File: config.mk
export PLATFORM = sky130hd
export DESIGN_NAME = conv_seq_ctrl
export DESIGN_NICKNAME = d
export VERILOG_FILES = /design/src/rtl/conv_seq_pkg.sv /design/src/rtl/axil_slave_if.sv /design/src/rtl/conv_seq_ctrl.sv
export SDC_FILE = /design/constraint.sdc
export NUM_CORES = 1
export LEC_CHECK = 0
export BUFFER_PORTS_ARGS = -buffer_cell sky130_fd_sc_hd__buf_2
export CAP_MARGIN = 20
export CORE_MARGIN = 1.5
export CORE_UTILIZATION = 44
export CTS_CLUSTER_SIZE = 28
export DETAILED_ROUTE_END_ITERATION = 8
export GPL_ROUTABILITY_DRIVEN = 0
export PLACE_DENSITY = 0.71
export SYNTH_ARGS = -nofsm -noshare
export SYNTH_HDL_FRONTEND = slang
export SYNTH_SLANG_ARGS = --single-unit
File: constraint.sdc
create_clock -name clk -period 2.5 [get_ports clk]
set_input_delay 0.25 -clock clk [delete_from_list [all_inputs] [get_ports clk]]
set_output_delay 0.25 -clock clk [all_outputs]
set_load 0.01 [all_outputs]
File: src/rtl/conv_seq_pkg.sv
// Shared register map, CTRL/STATUS bit positions, mode and sequencer-state types
// for the systolic-array control block.
package conv_seq_pkg;
   localparam int REG_CTRL      = 'h00;
   localparam int REG_STATUS    = 'h04;
   localparam int REG_OUT_CH    = 'h08;
   localparam int REG_SRC_BEATS = 'h0C;
   localparam int REG_DST_BEATS = 'h10;
   localparam int REG_SAMPLES   = 'h14;
   localparam int REG_CYCLES    = 'h18;

   localparam int CTRL_START  = 2;
   localparam int CTRL_LAST   = 3;
   localparam int CTRL_IRQ_EN = 4;
   localparam int STAT_BUSY   = 0;
   localparam int STAT_DONE   = 1;
   localparam int STAT_ERR    = 2;

   typedef enum logic [1:0] {MODE_IDLE = 2'd0, MODE_MATW = 2'd1, MODE_RUN = 2'd2} mode_e;
   typedef enum logic [2:0] {S_IDLE, S_WLOAD, S_INPUT, S_COMPUTE, S_OUTPUT, S_DONE} state_e;

   function automatic logic [31:0] byte_merge(input logic [31:0] old_val,
                                              input logic [31:0] new_val,
                                              input logic [3:0]  strb);
      logic [31:0] r;
      for (int i = 0; i < 4; i++)
         r[8*i +: 8] = strb[i] ? new_val[8*i +: 8] : old_val[8*i +: 8];
      return r;
   endfunction
endpackage

File: src/rtl/axil_slave_if.sv
// AXI-Lite slave handshake: one transaction at a time, emits a single-cycle
// register write strobe (aligned with BVALID rising) and a registered read path.
module axil_slave_if #(
   parameter int ADDR_W = 12
) (
   input  logic              clk,
   input  logic              reset,
   input  logic [ADDR_W-1:0] s_axi_awaddr,
   input  logic              s_axi_awvalid,
   output logic              s_axi_awready,
   input  logic [31:0]       s_axi_wdata,
   input  logic [3:0]        s_axi_wstrb,
   input  logic              s_axi_wvalid,
   output logic              s_axi_wready,
   output logic [1:0]        s_axi_bresp,
   output logic              s_axi_bvalid,
   input  logic              s_axi_bready,
   input  logic [ADDR_W-1:0] s_axi_araddr,
   input  logic              s_axi_arvalid,
   output logic              s_axi_arready,
   output logic [31:0]       s_axi_rdata,
   output logic [1:0]        s_axi_rresp,
   output logic              s_axi_rvalid,
   input  logic              s_axi_rready,
   output logic              wr_en,
   output logic [ADDR_W-1:0] wr_addr,
   output logic [31:0]       wr_data,
   output logic [3:0]        wr_strb,
   output logic [ADDR_W-1:0] rd_addr,
   input  logic [31:0]       rd_data
);
   logic aw_hold, w_hold, rd_pend, rd_busy;

   assign rd_busy       = rd_pend | s_axi_rvalid;
   assign s_axi_awready = !aw_hold && !s_axi_bvalid && !rd_busy;
   assign s_axi_wready  = !w_hold && !s_axi_bvalid && !rd_busy;
   // A read is only taken when no write is pending or being offered, so writes win ties.
   assign s_axi_arready = !rd_busy && !aw_hold && !w_hold && !s_axi_bvalid &&
                          !s_axi_awvalid && !s_axi_wvalid;
   assign s_axi_bresp   = 2'b00;
   assign s_axi_rresp   = 2'b00;

   always_ff @(posedge clk) begin
      if (reset) begin
         aw_hold      <= 1'b0;
         w_hold       <= 1'b0;
         s_axi_bvalid <= 1'b0;
         wr_en        <= 1'b0;
         rd_pend      <= 1'b0;
         s_axi_rvalid <= 1'b0;
      end else begin
         wr_en   <= 1'b0;
         rd_pend <= s_axi_arvalid && s_axi_arready;
         if (s_axi_awvalid && s_axi_awready) aw_hold <= 1'b1;
         if (s_axi_wvalid && s_axi_wready) w_hold <= 1'b1;
         if (aw_hold && w_hold) begin
            aw_hold      <= 1'b0;
            w_hold       <= 1'b0;
            s_axi_bvalid <= 1'b1;
            wr_en        <= 1'b1;
         end
         if (s_axi_bvalid && s_axi_bready) s_axi_bvalid <= 1'b0;
         if (rd_pend) s_axi_rvalid <= 1'b1;
         else if (s_axi_rvalid && s_axi_rready) s_axi_rvalid <= 1'b0;
      end
   end

   always_ff @(posedge clk) begin
      if (s_axi_awvalid && s_axi_awready) wr_addr <= s_axi_awaddr;
      if (s_axi_wvalid && s_axi_wready) begin
         wr_data <= s_axi_wdata;
         wr_strb <= s_axi_wstrb;
      end
      if (s_axi_arvalid && s_axi_arready) rd_addr <= s_axi_araddr;
      if (rd_pend) s_axi_rdata <= rd_data;
   end
endmodule

File: src/rtl/conv_seq_ctrl.sv
// Register file plus stream sequencer for the systolic MAC array.
// Optional busy-cycle counter at 0x18 when CONV_SEQ_PERF_EN is defined.
module conv_seq_ctrl
   import conv_seq_pkg::*;
#(
   parameter int NCH    = 32,
   parameter int CNT_W  = 12,
   parameter int ADDR_W = 12
) (
   input  logic              clk,
   input  logic              reset,
   input  logic [ADDR_W-1:0] s_axi_awaddr,
   input  logic              s_axi_awvalid,
   output logic              s_axi_awready,
   input  logic [31:0]       s_axi_wdata,
   input  logic [3:0]        s_axi_wstrb,
   input  logic              s_axi_wvalid,
   output logic              s_axi_wready,
   output logic [1:0]        s_axi_bresp,
   output logic              s_axi_bvalid,
   input  logic              s_axi_bready,
   input  logic [ADDR_W-1:0] s_axi_araddr,
   input  logic              s_axi_arvalid,
   output logic              s_axi_arready,
   output logic [31:0]       s_axi_rdata,
   output logic [1:0]        s_axi_rresp,
   output logic              s_axi_rvalid,
   input  logic              s_axi_rready,
   input  logic              s_axis_tvalid,
   output logic              s_axis_tready,
   input  logic              s_axis_tlast,
   output logic              m_axis_tvalid,
   input  logic              m_axis_tready,
   output logic              m_axis_tlast,
   output logic              src_v,
   output logic [CNT_W-1:0]  src_a,
   output logic [NCH-1:0]    prm_v,
   output logic [CNT_W-1:0]  prm_a,
   output logic              ex_start,
   input  logic              ex_done,
   output logic              dst_v,
   output logic [CNT_W-1:0]  dst_a,
   output logic              irq
);
   logic              wr_en;
   logic [ADDR_W-1:0] wr_addr, rd_addr;
   logic [31:0]       wr_data, rd_data, ctrl_rd, ctrl_new, w1c;
   logic [3:0]        wr_strb;

   axil_slave_if #(.ADDR_W(ADDR_W)) u_axil (
      .clk(clk), .reset(reset),
      .s_axi_awaddr(s_axi_awaddr), .s_axi_awvalid(s_axi_awvalid), .s_axi_awready(s_axi_awready),
      .s_axi_wdata(s_axi_wdata), .s_axi_wstrb(s_axi_wstrb), .s_axi_wvalid(s_axi_wvalid),
      .s_axi_wready(s_axi_wready), .s_axi_bresp(s_axi_bresp), .s_axi_bvalid(s_axi_bvalid),
      .s_axi_bready(s_axi_bready), .s_axi_araddr(s_axi_araddr), .s_axi_arvalid(s_axi_arvalid),
      .s_axi_arready(s_axi_arready), .s_axi_rdata(s_axi_rdata), .s_axi_rresp(s_axi_rresp),
      .s_axi_rvalid(s_axi_rvalid), .s_axi_rready(s_axi_rready),
      .wr_en(wr_en), .wr_addr(wr_addr), .wr_data(wr_data), .wr_strb(wr_strb),
      .rd_addr(rd_addr), .rd_data(rd_data)
   );

   mode_e            mode;
   state_e           state, nxt;
   logic             last, irq_en, done, err, start_q, ex_start_q;
   logic             busy, abort, wr_ctrl, wr_stat, err_set, fin_src, fin_dst, fin_smp;
   logic [CNT_W-1:0] out_ch, src_beats, dst_beats, samples, beat, ch, smp, last_ch;

   assign busy     = (state != S_IDLE);
   assign wr_ctrl  = wr_en && (wr_addr == ADDR_W'(REG_CTRL));
   assign wr_stat  = wr_en && (wr_addr == ADDR_W'(REG_STATUS));
   assign ctrl_rd  = {27'd0, irq_en, last, 1'b0, mode};
   assign ctrl_new = byte_merge(ctrl_rd, wr_data, wr_strb);
   assign w1c      = byte_merge(32'd0, wr_data, wr_strb);
   assign abort    = wr_ctrl && busy && (ctrl_new[1:0] == 2'd0);
   assign fin_src  = (beat == src_beats);
   assign fin_dst  = (beat == dst_beats);
   assign fin_smp  = (smp == samples);
   assign last_ch  = (32'(out_ch) >= NCH) ? CNT_W'(NCH - 1) : out_ch;
   // tlast must mark exactly the final beat of each input packet.
   assign err_set  = (state == S_WLOAD || state == S_INPUT) && s_axis_tvalid &&
                     (s_axis_tlast != fin_src);
   assign ex_start = ex_start_q;
   assign irq      = irq_en & (done | err);

   always_ff @(posedge clk) begin
      if (reset) begin
         mode <= MODE_IDLE; last <= 1'b0; irq_en <= 1'b0; start_q <= 1'b0;
         done <= 1'b0; err <= 1'b0;
         out_ch <= '0; src_beats <= '0; dst_beats <= '0; samples <= '0;
      end else begin
         start_q <= wr_ctrl && ctrl_new[CTRL_START] && !busy;
         if (wr_ctrl) begin
            mode   <= mode_e'(ctrl_new[1:0]);
            last   <= ctrl_new[CTRL_LAST];
            irq_en <= ctrl_new[CTRL_IRQ_EN];
         end
         if (wr_en && !busy) begin
            if (wr_addr == ADDR_W'(REG_OUT_CH))
               out_ch <= CNT_W'(byte_merge(32'(out_ch), wr_data, wr_strb));
            if (wr_addr == ADDR_W'(REG_SRC_BEATS))
               src_beats <= CNT_W'(byte_merge(32'(src_beats), wr_data, wr_strb));
            if (wr_addr == ADDR_W'(REG_DST_BEATS))
               dst_beats <= CNT_W'(byte_merge(32'(dst_beats), wr_data, wr_strb));
            if (wr_addr == ADDR_W'(REG_SAMPLES))
               samples <= CNT_W'(byte_merge(32'(samples), wr_data, wr_strb));
         end
         done <= (done && !(wr_stat && w1c[STAT_DONE])) || (state == S_DONE);
         err  <= (err && !(wr_stat && w1c[STAT_ERR])) || err_set;
      end
   end

   always_ff @(posedge clk) begin
      if (reset) state <= S_IDLE;
      else       state <= nxt;
   end

   always_comb begin
      nxt           = state;
      s_axis_tready = 1'b0;
      src_v         = 1'b0;
      src_a         = '0;
      prm_v         = '0;
      prm_a         = '0;
      m_axis_tvalid = 1'b0;
      m_axis_tlast  = 1'b0;
      dst_v         = 1'b0;
      dst_a         = '0;
      case (state)
         S_IDLE: begin
            if (start_q && mode == MODE_MATW) nxt = S_WLOAD;
            else if (start_q && mode == MODE_RUN) nxt = S_INPUT;
         end
         S_WLOAD: begin
            s_axis_tready = 1'b1;
            prm_a         = beat;
            if (s_axis_tvalid) prm_v = NCH'(1) << ch;
            if (s_axis_tvalid && fin_src && ch == last_ch) nxt = S_DONE;
         end
         S_INPUT: begin
            s_axis_tready = 1'b1;
            src_v         = s_axis_tvalid;
            src_a         = beat;
            if (s_axis_tvalid && fin_src) nxt = S_COMPUTE;
         end
         S_COMPUTE: if (ex_done) nxt = S_OUTPUT;
         S_OUTPUT: begin
            m_axis_tvalid = 1'b1;
            dst_a         = beat;
            dst_v         = m_axis_tready;
            m_axis_tlast  = fin_dst && (!last || fin_smp);
            if (m_axis_tready && fin_dst) nxt = fin_smp ? S_DONE : S_INPUT;
         end
         S_DONE:  nxt = S_IDLE;
         default: nxt = S_IDLE;
      endcase
      if (abort) nxt = S_IDLE;
   end

   // Beat/channel/sample counters advance on the accepting edge.
   always_ff @(posedge clk) begin
      if (reset || abort) begin
         beat <= '0; ch <= '0; smp <= '0; ex_start_q <= 1'b0;
      end else begin
         ex_start_q <= (state == S_INPUT) && (nxt == S_COMPUTE);
         case (state)
            S_WLOAD: if (s_axis_tvalid) begin
               if (fin_src) begin
                  beat <= '0;
                  ch   <= (ch == last_ch) ? '0 : ch + 1'b1;
               end else beat <= beat + 1'b1;
            end
            S_INPUT: if (s_axis_tvalid) beat <= fin_src ? '0 : beat + 1'b1;
            S_OUTPUT: if (m_axis_tready) begin
               if (fin_dst) begin
                  beat <= '0;
                  smp  <= fin_smp ? '0 : smp + 1'b1;
               end else beat <= beat + 1'b1;
            end
            default: ;
         endcase
      end
   end

`ifdef CONV_SEQ_PERF_EN
   logic [31:0] cycles;
   always_ff @(posedge clk) begin
      if (reset || start_q) cycles <= '0;
      else if (busy && cycles != '1) cycles <= cycles + 1'b1;
   end
`endif

   always_comb begin
      rd_data = '0;
      case (rd_addr)
         ADDR_W'(REG_CTRL):      rd_data = ctrl_rd;
         ADDR_W'(REG_STATUS):    rd_data = {29'd0, err, done, busy};
         ADDR_W'(REG_OUT_CH):    rd_data = 32'(out_ch);
         ADDR_W'(REG_SRC_BEATS): rd_data = 32'(src_beats);
         ADDR_W'(REG_DST_BEATS): rd_data = 32'(dst_beats);
         ADDR_W'(REG_SAMPLES):   rd_data = 32'(samples);
`ifdef CONV_SEQ_PERF_EN
         ADDR_W'(REG_CYCLES):    rd_data = cycles;
`endif
         default:                rd_data = '0;
      endcase
   end
endmodule

==> flow_summary.json <==
{
  "grt_max_degree": 39,
  "drc": 0,
  "synth_area_um2": 7500,
  "power_frac_clock_pct": 47.4,
  "regArea_um2": 3520,
  "final_cell_area_um2": 9550,
  "post_cts_buffers": 0,
  "power_density_nw_per_um2": 569,
  "peakVddDrop_uv": 477,
  "num_vias": 6225,
  "diodes": 0,
  "cp-end-kind": "output port",
  "synth_async_sr_flop_share_pct": 0,
  "yosysSeqAreaShare_pct": 46.9,
  "worstSetupPathType": "flop to output port",
  "cts_tree": "built",
  "synth_ff_type": "dfxtp_1",
  "slowest_delay_ns": 0.51,
  "clock-sinks": 151,
  "ys_top_cells_by_area": "dfxtp_1, edfxtp_1, mux2i_1",
  "synth_cell_types": 63,
  "fin_crit_ns": 2.40,
  "ys_seq_elements": 151,
  "min_path_cells": 1,
  "fmax_ghz": 0.417,
  "cp_top_family": "simple AND/OR/NAND/NOR gates",
  "required_ns": 2.25,
  "placed_cell_area_um2": 8540,
  "path_cells": "xor2_1 > nor4_2 > and3_1 > nand2_1 > a21oi_1 > buf_2",
  "die-height_um": 134,
  "cts-buffers-inserted": 17,
  "synth_top_family_by_area": "simple AND/OR/NAND/NOR gates",
  "grt_pass1_wl_mm": 30.3,
  "ys_warn_count": 0,
  "swShare_pct": 22.5,
  "worstHoldStart": "s_axi_araddr[3]",
  "critical_path_buf_inv_count": 1,
  "internal_power_mw": 4.21,
  "leakagePower_nw": 4.20,
  "final-hold-violation-count": 0,
  "core_area_um2": 16600,
  "r2r-start": "src_beats[10]",
  "tns_ns": 0,
  "slew_headroom_pct": 54.7,
  "cts.clk_slew.worst_paths_ns": 0.06,
  "nNetsFinal": 1045,
  "final-max-slew-violation-count": 0,
  "start_util_pct": 45.1,
  "clk_latency_ns": 0.44,
  "switchingPower_mw": 1.22,
  "clockBufferDepth": 2,
  "die-area_um2": 17800,
  "avgViaCountPerCell": 5.17,
  "worst_clock_skew_ns": 0.0137,
  "postSynthCellCount": 778,
  "outcome": "complete, no violations",
  "slowest_stage": "dfxtp_1",
  "rows": 47,
  "htree_levels": 4,
  "hold_path_class": "input port to flop",
  "synth-compound-area-share_pct": 6.69,
  "io-pin-count": 187,
  "crit_fanout": 6,
  "layout-drive-gt1-share_pct": 24.3,
  "antenna_found_initial": 0,
  "die_x_um": 134,
  "synth_top_area_share_pct": 26.9,
  "synth-adder-area-share_pct": 0.500,
  "drtIter0Drc": 477,
  "synth_edf_count": 50,
  "fillers": 1440,
  "gr-total-overflow": 0,
  "track_usage_pct": 22.0,
  "setup_viol_count_final": 0,
  "antenna_left": 0,
  "reg2reg_slack_ns": 0.35,
  "synth_mux_area_share_pct": 9.24,
  "ff2ff_path_depth": 6,
  "root_buffer": "clkbuf_16",
  "fin_crit_sh_pct": 96.0,
  "portBuffers": 140,
  "whs_endpoint": "u_axil.rd_addr[3]",
  "cp-start-kind": "flop",
  "synth_common_cells": "nor2_1, dfxtp_1, mux2i_1",
  "multi_input_area_um2": 3710,
  "synth-xor-area-share_pct": 8.05,
  "synth_simple_gate_area_share_pct": 23.4,
  "routedWlPerCell_um": 16.0,
  "yosysTopAreaCell": "dfxtp_1",
  "pwr-share-comb_pct": 4.1,
  "synth.avg_cell_area_um2": 9.65,
  "worst_pin_slew_ns": 0.680,
  "dpl.hpwl_mm": 14.2,
  "timing.rr.end": "ch[4]",
  "cp_data_arrival_time_ns": 2.15,
  "rsz0062_at_grt": "false",
  "pwr-share-seq_pct": 48.5,
  "yosysMostFrequentCell": "nor2_1",
  "maxCapViolations": 0,
  "wl_mm": 19.2,
  "grt_pass1_vias": 5675,
  "area_growth_pct": 27.2,
  "detail_route.first_pass.iterations": 6
}
registers in the layout, indices dropped and copies added, names as in the netlist, 3 cells and up:
| signal | cells |
|---|---|
| beat | 12 |
| ch | 12 |
| dst_beats | 12 |
| out_ch | 12 |
| samples | 12 |
| smp | 12 |
| src_beats | 12 |
| state | 3 |
| u_axil.rd_addr | 12 |
| u_axil.s_axi_rdata | 12 |
| u_axil.wr_addr | 12 |
| u_axil.wr_data | 12 |
layout make-up:
type / count / area share, %
sequential: 151 / 36.9
timing repair buffer: 216 / 14.5
tap: 220 / 2.88
multi-input combinational: 573 / 38.9
clock buffer: 23 / 5.57
inverter: 12 / 0.472
clock inverter: 9 / 0.760
power groups by stage:
stage / Combinational [mW] / Clock [mW] / Sequential [mW]
after CTS: 0.220 / 2.62 / 2.64
after detailed placement: 0.176 / 0 / 2.69
after global placement: 0.172 / 0 / 2.69
after global routing: 0.243 / 2.72 / 2.64
after floorplan: 0.130 / 0 / 2.67
final: 0.220 / 2.58 / 2.64
logic make-up (layout without fill, tap and decap cells):
| family | count (synthesis) | in the layout |
|---|---|---|
| fa+ha+maj | 3 | 3 |
| mux | 69 | 69 |
| xor+xnor | 69 | 69 |
| simple gates | 338 | 338 |
| other cells | 1 | 24 |
| flops | 151 | 151 |
| buf+inv | 77 | 260 |
| compound gates | 70 | 70 |
worst max path at each step:
stage / startpoint / endpoint / slack (ns) / cells after the start
2_1_floorplan: u_axil.rd_pend / u_axil.rd_addr[0] / 0.14 / 3
3_3_place_gp: beat[11] / smp[8] / 0.43 / 6
3_5_place_dp: beat[11] / smp[8] / 0.35 / 6
4_1_cts: state[1] / prm_v[28] / 0.09 / 7
5_1_grt: beat[11] / m_axis_tlast / 0.006 / 6
6_report: beat[11] / m_axis_tlast / 0.1 / 6
worst register-to-register path, stage by stage (launching register included):
cell	delay, ns
dfxtp_1	0.35
xor2_1	0.19
nor4_2	0.49
nand4_2	0.37
or3_1	0.45
a21oi_1	0.16
a21o_1	0.09
cell usage in the layout, fill, tap and decap left out, types with 3 or more instances in the layout:
| cell type | n |
|---|---|
| nor2_1 | 142 |
| buf_2 | 140 |
| dfxtp_1 | 101 |
| mux2i_1 | 67 |
| xor2_1 | 52 |
| edfxtp_1 | 50 |
| and2_1 | 46 |
| nand2_1 | 38 |
| dlygate4sd3_1 | 37 |
| buf_4 | 37 |
| conb_1 | 24 |
| a21oi_1 | 21 |
| clkbuf_16 | 20 |
| xnor2_1 | 17 |
| nand4_1 | 17 |
| nand3_1 | 13 |
| nor4_1 | 12 |
| inv_1 | 11 |
| nor3_1 | 10 |
| o21ai_0 | 10 |
| and3_1 | 10 |
| a222oi_1 | 7 |
| o22ai_1 | 7 |
| nor4_2 | 7 |
| or3_1 | 6 |
| nor3b_2 | 5 |
| nor2b_1 | 5 |
| a31oi_1 | 4 |
| and4_1 | 4 |
| inv_6 | 4 |
| nor4b_1 | 3 |
| a21o_1 | 3 |
| ha_1 | 3 |
| clkinv_4 | 3 |
per-layer routing:
metal  global-route usage [%]  up-vias  wire length (um)
met5                        0        -                 0
met4                     7.97        0               371
met3                     4.15       26              1240
met2                     35.1      238              8870
met1                     29.7     2910              8770
li1                         -     3051                 -
through the flow:
stage,hold slack (ns),instances,power (mW),setup WS [ns],utilization [%]
after floorplan,0.349,801,2.80,0.137,-
after global placement,0.427,1135,2.86,0.433,51.3
after detailed placement,0.428,1135,2.87,0.349,51.3
after CTS,0.000612,1204,5.47,0.0898,57.2
after global routing,0.00556,1204,5.60,0.00554,57.4
final,0.0140,1204,5.44,0.0999,57.4
timing repair:
item                       in CTS  in global routing
setup endpoints to repair       1                 23
hold buffers                   37                  0
gates resized for setup         1                  4
hold endpoints to repair       37                  0
Note: power is estimated with default switching activity, not from simulation.
